### config.mk
export PLATFORM = sky130hd
export DESIGN_NAME = ospi_tx_seq
export DESIGN_NICKNAME = d
export VERILOG_FILES = /design/src/rtl/ospi_tx_seq.sv
export SDC_FILE = /design/constraint.sdc
export NUM_CORES = 1
export LEC_CHECK = 0
export ABC_AREA = 1
export CAP_MARGIN = 20
export CORE_MARGIN = 2
export CORE_UTILIZATION = 45
export CTS_CLUSTER_DIAMETER = 30
export DETAILED_ROUTE_END_ITERATION = 10
export PLACE_DENSITY = 0.73
export SLEW_MARGIN = 20
export SYNTH_ARGS = -nofsm -noshare
export SYNTH_HDL_FRONTEND = slang
export SYNTH_SLANG_ARGS = --single-unit
### constraint.sdc
create_clock -name clk -period 4.2 [get_ports clk]
set_input_delay 0.63 -clock clk [delete_from_list [all_inputs] [get_ports clk]]
set_output_delay 0.63 -clock clk [all_outputs]
set_load 0.02 [all_outputs]
### src/rtl/ospi_tx_seq.sv
// Octal-SPI DDR transmit sequencer: CMD, 2-cycle ADDR, LAT dummies, then WDATA or RDATA, then CS hold.
// Latency: outputs are registered, so CMD appears on the cycle after request acceptance.
// Backpressure: req_ready_o only in IDLE; a write-data stall (wd_valid_i low) freezes dp_o/dn_o and the word count.
// Build option: define OSPI_SEQ_CMD_INV_EN to send ~cmd on the falling half of the CMD cycle instead of cmd.
module ospi_tx_seq #(
  parameter int LEN_W   = 8,
  parameter int LAT_W   = 5,
  parameter int CS_HOLD = 2
) (
  input  logic             clk,
  input  logic             reset,
  input  logic             req_valid_i,
  output logic             req_ready_o,
  input  logic [7:0]       req_cmd_i,
  input  logic [31:0]      req_addr_i,
  input  logic             req_we_i,
  input  logic [LEN_W-1:0] req_len_i,
  input  logic [LAT_W-1:0] req_lat_i,
  input  logic             wd_valid_i,
  output logic             wd_ready_o,
  input  logic [15:0]      wd_data_i,
  output logic [7:0]       dp_o,
  output logic [7:0]       dn_o,
  output logic             oe_o,
  output logic             cs_n_o,
  output logic             rd_en_o,
  output logic             busy_o
);

  typedef enum logic [2:0] {
    IDLE, CMD, ADDR, LAT, WDATA, RDATA, HOLD
  } state_t;

  localparam logic [3:0] HOLD_INIT = 4'(CS_HOLD - 1);

  state_t           state_q, state_d;
  logic [7:0]       cmd_q, cmd_d;
  logic [31:0]      addr_q, addr_d;
  logic             we_q, we_d;
  logic [LAT_W-1:0] lat_q, lat_d;
  logic [LAT_W-1:0] lat_cnt_q, lat_cnt_d;
  logic [LEN_W-1:0] cnt_q, cnt_d;      // data words still to go, minus one
  logic [3:0]       hold_cnt_q, hold_cnt_d;
  logic             addr_ph_q, addr_ph_d;
  logic [7:0]       dp_q, dp_d, dn_q, dn_d;
  logic             oe_q, oe_d, cs_n_q, cs_n_d, rd_en_q, rd_en_d, wd_ready_q, wd_ready_d;
  logic             req_fire, wd_fire;

  // Second command byte for the falling half of the CMD cycle.
  function automatic logic [7:0] cmd_lo(input logic [7:0] c);
`ifdef OSPI_SEQ_CMD_INV_EN
    return ~c;
`else
    return c;
`endif
  endfunction

  assign req_ready_o = (state_q == IDLE) && !reset;
  assign busy_o      = (state_q != IDLE) && !reset;
  assign req_fire    = req_valid_i && req_ready_o;
  // wd_ready_q is raised one cycle before the first data cycle so the first word lands without a bubble.
  assign wd_fire     = wd_valid_i && wd_ready_q;

  assign dp_o       = dp_q;
  assign dn_o       = dn_q;
  assign oe_o       = oe_q;
  assign cs_n_o     = cs_n_q;
  assign rd_en_o    = rd_en_q;
  assign wd_ready_o = wd_ready_q;

  // State and output registers; reset aborts any transaction without a hold phase.
  always_ff @(posedge clk) begin
    if (reset) begin
      state_q    <= IDLE;
      cmd_q      <= '0;
      addr_q     <= '0;
      we_q       <= 1'b0;
      lat_q      <= '0;
      lat_cnt_q  <= '0;
      cnt_q      <= '0;
      hold_cnt_q <= '0;
      addr_ph_q  <= 1'b0;
      dp_q       <= '0;
      dn_q       <= '0;
      oe_q       <= 1'b0;
      cs_n_q     <= 1'b1;
      rd_en_q    <= 1'b0;
      wd_ready_q <= 1'b0;
    end else begin
      state_q    <= state_d;
      cmd_q      <= cmd_d;
      addr_q     <= addr_d;
      we_q       <= we_d;
      lat_q      <= lat_d;
      lat_cnt_q  <= lat_cnt_d;
      cnt_q      <= cnt_d;
      hold_cnt_q <= hold_cnt_d;
      addr_ph_q  <= addr_ph_d;
      dp_q       <= dp_d;
      dn_q       <= dn_d;
      oe_q       <= oe_d;
      cs_n_q     <= cs_n_d;
      rd_en_q    <= rd_en_d;
      wd_ready_q <= wd_ready_d;
    end
  end

  // Next state and next registered outputs; outputs are computed for the state being entered.
  always_comb begin
    state_d    = state_q;
    cmd_d      = cmd_q;
    addr_d     = addr_q;
    we_d       = we_q;
    lat_d      = lat_q;
    lat_cnt_d  = lat_cnt_q;
    cnt_d      = cnt_q;
    hold_cnt_d = hold_cnt_q;
    addr_ph_d  = addr_ph_q;
    dp_d       = dp_q;
    dn_d       = dn_q;
    oe_d       = oe_q;
    cs_n_d     = cs_n_q;
    rd_en_d    = rd_en_q;
    wd_ready_d = wd_ready_q;

    case (state_q)
      IDLE: begin
        cs_n_d     = 1'b1;
        oe_d       = 1'b0;
        dp_d       = '0;
        dn_d       = '0;
        rd_en_d    = 1'b0;
        wd_ready_d = 1'b0;
        if (req_fire) begin
          cmd_d   = req_cmd_i;
          addr_d  = req_addr_i;
          we_d    = req_we_i;
          lat_d   = req_lat_i;
          cnt_d   = req_len_i;
          state_d = CMD;
          cs_n_d  = 1'b0;
          oe_d    = 1'b1;
          dp_d    = req_cmd_i;
          dn_d    = cmd_lo(req_cmd_i);
        end
      end
      CMD: begin
        state_d   = ADDR;
        addr_ph_d = 1'b0;
        dp_d      = addr_q[31:24];
        dn_d      = addr_q[23:16];
      end
      ADDR: begin
        if (!addr_ph_q) begin
          addr_ph_d  = 1'b1;
          dp_d       = addr_q[15:8];
          dn_d       = addr_q[7:0];
          wd_ready_d = we_q && (lat_q == '0);
        end else if (lat_q != '0) begin
          state_d    = LAT;
          lat_cnt_d  = lat_q - LAT_W'(1);
          dp_d       = '0;
          dn_d       = '0;
          oe_d       = we_q;
          wd_ready_d = we_q && (lat_q == LAT_W'(1));
        end else if (we_q) begin
          state_d = WDATA;
        end else begin
          state_d = RDATA;
          oe_d    = 1'b0;
          rd_en_d = 1'b1;
          dp_d    = '0;
          dn_d    = '0;
        end
      end
      LAT: begin
        if (lat_cnt_q == '0) begin
          if (we_q) begin
            state_d = WDATA;
          end else begin
            state_d = RDATA;
            rd_en_d = 1'b1;
          end
        end else begin
          lat_cnt_d  = lat_cnt_q - LAT_W'(1);
          wd_ready_d = we_q && (lat_cnt_q == LAT_W'(1));
        end
      end
      WDATA: begin
        // Ready low here means the last word is on the pins this cycle.
        if (!wd_ready_q) begin
          state_d    = HOLD;
          hold_cnt_d = HOLD_INIT;
          cs_n_d     = 1'b1;
          oe_d       = 1'b0;
          dp_d       = '0;
          dn_d       = '0;
        end
      end
      RDATA: begin
        if (cnt_q == '0) begin
          state_d    = HOLD;
          hold_cnt_d = HOLD_INIT;
          cs_n_d     = 1'b1;
          rd_en_d    = 1'b0;
        end else begin
          cnt_d = cnt_q - LEN_W'(1);
        end
      end
      HOLD: begin
        if (hold_cnt_q == '0) begin
          state_d = IDLE;
        end else begin
          hold_cnt_d = hold_cnt_q - 4'd1;
        end
      end
      default: begin
        state_d = IDLE;
      end
    endcase

    // Write-data handshake: load the word for the next cycle and count it down.
    if (wd_fire) begin
      dp_d = wd_data_i[15:8];
      dn_d = wd_data_i[7:0];
      if (cnt_q == '0) begin
        wd_ready_d = 1'b0;
      end else begin
        cnt_d      = cnt_q - LEN_W'(1);
        wd_ready_d = 1'b1;
      end
    end
  end

endmodule
Word-level counts from Yosys, hierarchy flattened

Cells that the tools add are included.
W data, S select, Z words.

Logic and storage cells: 128
Bits in registers: 79
Output and inout bits: 22
Input bits: 74

Add/subtract/negate cells: 4
Mux-type cells: 55
Reductions and logical operators: 32
Equal/unequal tests: 23

Operator list:

| cell                  | number |
|---|---|
| $mux W8               | 12 |
| $pmux W8 S4           | 2 |
| $mux W3               | 7 |
| $pmux W3 S7           | 1 |
| $ne A2 B2 Y1 const B  | 10 |
| $mux W1               | 19 |
| $pmux W8 S2           | 1 |
| $mux W5               | 3 |
| $mux W4               | 3 |
| $pmux W4 S3           | 1 |
| $reduce_and A4 Y1     | 3 |
| $reduce_bool A3 Y1    | 4 |
| $eq A5 B1 Y1 const B  | 2 |
| $logic_not A5 Y1      | 2 |
| $pmux W5 S2           | 1 |
| $reduce_bool A5 Y1    | 2 |
| $sub A5 B1 Y5 const B | 2 |
| $eq A3 B3 Y1 const B  | 3 |
| $ne A3 B3 Y1 const B  | 3 |
| $pmux W1 S3           | 3 |
| $reduce_and A3 Y1     | 3 |
| $logic_not A8 Y1      | 1 |
| $reduce_bool A4 Y1    | 2 |
| $sub A8 B1 Y8 const B | 1 |
| other kinds (15)      | 23 |

Longest topological paths before layout

Gate-level depths: netlist of run 1.

Depth in word-level cells: 7
Depth in mapped cells: 11
Mapped depth without buffers: 11

Worst setup path after synthesis of run 1

OpenSTA, ideal clock, no wires.

Kind: input-to-output
Start: input reset
End: output busy_o
Path buffers: 2
Path slack: 2.171 ns
Stages: 3
Required time: 3.570 ns
Arrival: 1.399 ns
Cell sequence: clkbuf_1 -> clkbuf_1 -> nor2_1

Longest elaborated chain between the ends: 2

Ends and longest elaborated chain:

| element             | RTL line | text |
|---|---|---|
| start: declaration  | 11       | `input logic reset,` |
| $logic_not A1 Y1    | 59       | `assign busy_o = (state_q != IDLE) && !reset;` |
| $logic_and A1 B1 Y1 | 59       |  |
| end: declaration    | 27       | `output logic busy_o` |

No other way between the ends.

Final worst setup path of run 1

Start: input reset
End: output req_ready_o

Longest elaborated chain between the ends: 2

Ends and longest elaborated chain:

| element             | RTL line | text |
|---|---|---|
| $logic_not A1 Y1    | 58       | `assign req_ready_o = (state_q == IDLE) && !reset;` |
| $logic_and A1 B1 Y1 | 58       |  |
| end: declaration    | 13       | `output logic req_ready_o,` |

No other way between the ends.

==> results_dict.tcl, run 1 <==
set metrics [dict create \
    status "finished clean" \
    antenna_left 0 \
    report.final.setup_viol 0 \
    worst-path-max-fanout 14 \
    cts_sinks 79 \
    hold_class "reg -> reg" \
    path_buf_inv 2 \
    synth_nets 710 \
    r2r_setup_slack_ns 1.93 \
    crit_path_start "reset" \
    worstSetupPathType "in -> out" \
    die_area_um2 9894 \
    ys.flop_type "dfxtp_1" \
    cp_num_cells 3 \
    wl_mm 11.24 \
    ctsHoldBuffers 0 \
    async_flop_share_pct 0 \
    cp-start-kind "input port" \
    dp_slack_ns 1.199 \
    synthesis.area_um2 4101 \
    portBuffers 95 \
    synth_cell_types 30 \
    syn_area_per_cell_um2 6.541 \
    grt_pass1_vias 4009 \
    synth_top_family_by_area "simple AND/OR/NAND/NOR gates" \
    register_area_um2 1582 \
    antenna_cells 0 \
    synth_xor_xnor_area_share_pct 1.068 \
    timing.fmax_mhz 350.6 \
    grt_antenna_before_repair 0 \
    root_buffer "clkbuf_8" \
    timing.critical_path.max_delay_family "buffers and inverters" \
    clock_latency_ns 0.37 \
    dp_hpwl_mm 8.427 \
    r2r_cells 7 \
    clockBufferDepth 2 \
    skew_ns 0.009401 \
    synthToLayoutAreaGrowth_pct 29.16 \
    wl_per_cell_um 13.66 \
    fin_crit_sh_pct 67.91 \
    drt_iter0_drc 180 \
    synth_fa_ha_area_share_pct 2.746 \
    ir_drop_mv 0.2172 \
    rows 34 \
    crit_top_cell "clkdlybuf4s50_1" \
    critPathRequiredTime_ns 3.57 \
    slew-limit-headroom_pct 39.44 \
    p_per_area_nw_per_um2 554.8 \
    leakagePower_nw 2.340 \
    post_cts_buffers 0 \
    cts_tree "done" \
    path_cells "clkdlybuf4s50_1 > nor2_2 > clkdlybuf4s50_1" \
    synthSimpleGateAreaFrac_pct 36.79 \
    synthCells 627 \
    start_util_pct 46.80 \
    r2r-start "wd_ready_o" \
    grt-ovfl-total 0 \
    fin_hold_ws_ns 0.4682 \
    fin_ws_ns 1.348 \
    final_nets 793 \
    hold_viol_final 0 \
    layout_commonest_cell "nand2_1" \
    multi_input_area_um2 2225 \
    grt_max_degree 46 \
    synth_compound_area_share_pct 13.39 \
    tightestPinTransition_ns 0.9061 \
    drive_gt1_share_pct 6.014 \
    rsz0062_at_grt "false" \
    htree_levels 3 \
    grt_use_total_pct 22.94 \
    synth_edf_count 0 \
    muxShareOfSynthArea_pct 0.2441 \
    vias 4316 \
    mostFrequentLayoutCells "nand2_1 (197), clkdlybuf4s50_1 (95), nand3_1 (80)" \
    ys_seq_area_share_pct 38.56 \
    cts_buffers 9 \
    post-route-drc-count 0 \
    max_stage_delay_ns 0.71 \
    crit_arrival_ns 2.22 \
    cts_resized 0 \
    fillers 835 \
    grt_pass1_wl_mm 18.42 \
    timing.rr.end "dn_o[3]" \
    clkTransAtPathRegs_ns 0.09 \
    period_needed_ns 2.852 \
    coreArea_um2 8763 \
    viasPerCell 5.244 \
    synth-seq-cells 79 \
    timing.setup.tns_ns 0 \
    fp.dieH_um 99.47 \
    drv_cap 0 \
    drtPass1Iterations 5 \
    place_congestion 0.9438 \
    finalMaxSlewViolations 0 \
    yosysWarnings 0 \
    end_kind "primary output" \
    cp_slowest_cell "clkdlybuf4s50_1" \
    endpoint "req_ready_o" \
    die_w_um 99.47 \
    io_pins 96 \
]
-- cells by family (layout without fill, tap and decap cells) --
logic type	count (synthesis)	after routing
buffers and inverters	73	161
adders and majority gates	9	9
xor gates and xnor gates	5	5
and+or+nand+nor	352	352
AOI/OAI and AO/OA	108	108
DFF	79	79
muxes	1	1
-- final cells by class --
class,instances,share of cell area [%]
multi-input cells,475,41.99
flip-flops and latches,79,29.85
repair buffers,99,18.52
inverters,46,3.259
well taps,108,2.551
clock buffers,9,2.338
clock inverters,7,1.488
-- worst min path at each step --
stage | from | end | cells past startpoint
floorplan | addr_q[10] | addr_q[10] | 2
global placement | cs_n_o | cs_n_o | 2
detailed placement | addr_q[26] | addr_q[26] | 2
CTS | dn_o[2] | dn_o[2] | 2
global route | dn_o[2] | dn_o[2] | 2
finish | dp_o[2] | dp_o[2] | 2
-- layer usage --
| layer | vias to the layer above | part of all wire, % | global-route usage [%] |
|---|---|---|---|
| met5 | - | 0 | 0 |
| met2 | 152 | 45 | 36.17 |
| met1 | 1940 | 47 | 31.54 |
| met4 | 0 | 2.0 | 8.641 |
| met3 | 17 | 5.9 | 3.935 |
| li1 | 2207 | - | - |
-- synth_stat cells, types with 8 or more instances --
cell	instances	share of area, %
a21oi_1	66	8.1
buf_2	11	1.3
clkbuf_1	11	1.0
dfxtp_1	79	39
ha_1	9	2.7
inv_1	36	3.3
inv_2	9	0.82
nand2_1	197	18
nand3_1	80	9.8
nand4_1	8	1.2
nor2_1	50	4.6
o21ai_0	35	4.3
-- report_power, final --
| group | total, mW | internal, mW | switching, mW |
|---|---|---|---|
| logic | 1.31 | 0.494 | 0.814 |
| registers | 1.04 | 0.922 | 0.121 |
| clock network | 0.587 | 0.281 | 0.306 |
| total | 2.94 | 1.70 | 1.24 |
-- registers in the layout (all words and copies together), names as in the netlist, 3 cells and up --
register,cells
addr_q,32
cnt_q,8
dn_o,8
dp_o,8
hold_cnt_q,4
lat_cnt_q,5
lat_q,5
state_q,3
-- through the flow --
stage	util (%)	cells	total power, mW	area, um2
4_1_cts	60.45	823	2.941	5298
5_1_grt	60.45	823	3.173	5298
3_5_place_dp	58.14	807	2.355	5095
2_1_floorplan	-	627	1.970	4101
6_report	60.45	823	2.939	5298
3_3_place_gp	58.14	807	2.331	5095
-- worst reg2reg max path, stage by stage (launching register included) --
cell and delay [ns]:
dfxtp_1 0.35, nand2_1 0.67, inv_1 0.32, nor2_1 0.22, nand4_1 0.12, nand3_2 0.28
nand2_1 0.10, a21oi_1 0.15
Power figures use the tool's default switching activity.
==> inputs of run 2 (changes only) <==
--- a/config.mk
+++ b/config.mk
@@ -11,7 +11,7 @@
 export CORE_UTILIZATION = 45
 export CTS_CLUSTER_DIAMETER = 30
 export DETAILED_ROUTE_END_ITERATION = 10
-export PLACE_DENSITY = 0.73
+export PLACE_DENSITY = 0.76
 export SLEW_MARGIN = 20
 export SYNTH_ARGS = -nofsm -noshare
 export SYNTH_HDL_FRONTEND = slang
==> constraint.sdc (replaced) <==
create_clock -name clk -period 2.4 [get_ports clk]
set_input_delay 0.36 -clock clk [delete_from_list [all_inputs] [get_ports clk]]
set_output_delay 0.36 -clock clk [all_outputs]
set_load 0.02 [all_outputs]
==> run 2 against run 1 <==
Against the previous run:
- clock-buffer cell count is 1 higher
- first-iteration DRC count is 40% higher
- power is 78% higher
- non-clock buffer count is 6 higher
- sequential power is 76% higher
- critical path type is now reg -> out
- largest cell class unchanged
- highest routed layer unchanged
==> results_dict.tcl, run 2 (synthesis results as in run 1) <==
set metrics [dict create \
    p_per_area_nw_per_um2 974.3 \
    grt_pass1_vias 4077 \
    largest-register "addr_q" \
    tightestPinTransition_ns 0.5124 \
    period_needed_ns 2.197 \
    die_w_um 99.47 \
    leakagePower_nw 2.379 \
    combPwrFrac_pct 44.8 \
    power_frac_seq_pct 34.8 \
    cts_resized 0 \
    drt_iter0_drc 252 \
    post-route-drc-count 0 \
    grt_pass1_wl_mm 18.82 \
    coreArea_um2 8763 \
    wl_per_cell_um 13.86 \
    final_nets 799 \
    netSwitchingFraction_pct 41.97 \
    start_util_pct 46.80 \
    htree_levels 3 \
    drv_cap 0 \
    skew_ns 0.01535 \
    fin_crit_sh_pct 91.54 \
    vias 4373 \
    p_clk_share_pct 20.3 \
    rows 34 \
    clock_latency_ns 0.36 \
    hold_viol_final 0 \
    layout_commonest_cell "nand2_1" \
    timing.setup.tns_ns 0 \
    viasPerCell 5.275 \
    grt_antenna_before_repair 0 \
    multi_input_area_um2 2225 \
    finalMaxSlewViolations 0 \
    fillers 833 \
    crit_arrival_ns 1.84 \
    antenna_left 0 \
    fin_hold_ws_ns 0.4641 \
    grt_max_degree 48 \
    report.final.setup_viol 0 \
    drive_gt1_share_pct 6.796 \
    die_area_um2 9894 \
    dp_hpwl_mm 8.566 \
    cts_sinks 79 \
    hold_class "reg -> reg" \
    instances_no_fill 829 \
    power.internal_mw 3.041 \
    cp-start-kind "register" \
    clkTransAtPathRegs_ns 0.08 \
    critPathRequiredTime_ns 2.04 \
    clockBufferDepth 2 \
    post_cts_buffers 0 \
    status "finished clean" \
    cts_tree "done" \
    cts_buffers 9 \
    dp_cells 813 \
    ctsHoldBuffers 0 \
    root_buffer "clkbuf_8" \
    grt-ovfl-total 0 \
    antenna_cells 0 \
    largest_reg_flops 32 \
    timing.fmax_mhz 455.2 \
    mostFrequentLayoutCells "nand2_1 (197), clkdlybuf4s50_1 (95), nand3_1 (80)" \
    worstSetupPathType "reg -> out" \
    power_switching_mw 2.199 \
    portBuffers 95 \
    register_area_um2 1582 \
    slew-limit-headroom_pct 65.48 \
    fp.dieH_um 99.47 \
    grt_use_total_pct 23.76 \
    end_kind "primary output" \
    place_congestion 0.8565 \
    wl_mm 11.49 \
    drtPass1Iterations 4 \
    io_pins 96 \
    rsz0062_at_grt "false" \
    worst-path-max-fanout 8 \
    ir_drop_mv 0.3883 \
    synthToLayoutAreaGrowth_pct 31.12 \
]
==> run 2: power by group through the flow <==
stage	Clock (mW)	Combinational (mW)	Sequential (mW)
after floorplan	0	1.54	1.91
after global placement	0	2.29	1.84
after detailed placement	0	2.33	1.85
after CTS	1.08	2.34	1.82
after global routing	1.14	2.65	1.86
final	1.06	2.35	1.83
==> run 2: stage by stage <==
| step | setup slack [ns] | utilization, % | instance area (um2) | power (mW) |
|---|---|---|---|---|
| finish | 0.2031 | 61.36 | 5378 | 5.240 |
| global route | 0.1189 | 61.36 | 5378 | 5.647 |
| CTS | 0.1971 | 61.36 | 5378 | 5.246 |
| detailed placement | 0.3199 | 58.94 | 5165 | 4.183 |
| global placement | 0.3515 | 58.94 | 5165 | 4.130 |
| floorplan | 0.8222 | - | 4101 | 3.447 |
==> run 2: worst paths after layout <==
check / end / cells after the start / start / slack (ns)
hold reg to reg: dp_o[1] / 2 / dp_o[1] / 0.46
setup / recovery: busy_o / 5 / state_q[1] / 0.20
setup reg to reg: dn_o[3] / 6 / addr_ph_q / 0.62
hold / removal: dp_o[1] / 2 / dp_o[1] / 0.46
==> run 2: layout make-up <==
type / count / area share, %
Clock buffer: 10 / 2.559
Inverter: 46 / 3.211
Sequential cell: 79 / 29.41
Timing Repair Buffer: 105 / 19.54
Clock inverter: 6 / 1.396
Tap cell: 108 / 2.513
Multi-Input combinational cell: 475 / 41.37
==> run 2: worst max-delay path, stage by stage, from the launching register on <==
cell and delay [ns]:
dfxtp_1 0.50, nor2_4 0.08, nand2_4 0.12, inv_2 0.09, nor2_1 0.09, clkdlybuf4s50_1 0.61
==> run 2: layer usage <==
layer | wire length [um] | up-vias | track usage, % | part of all wire, %
li1 | - | 2225 | - | -
met1 | 5275 | 1966 | 32.44 | 46
met2 | 5300 | 163 | 37.68 | 46
met3 | 660 | 19 | 4.146 | 5.7
met4 | 254 | 0 | 8.957 | 2.2
met5 | 0 | - | 0 | 0
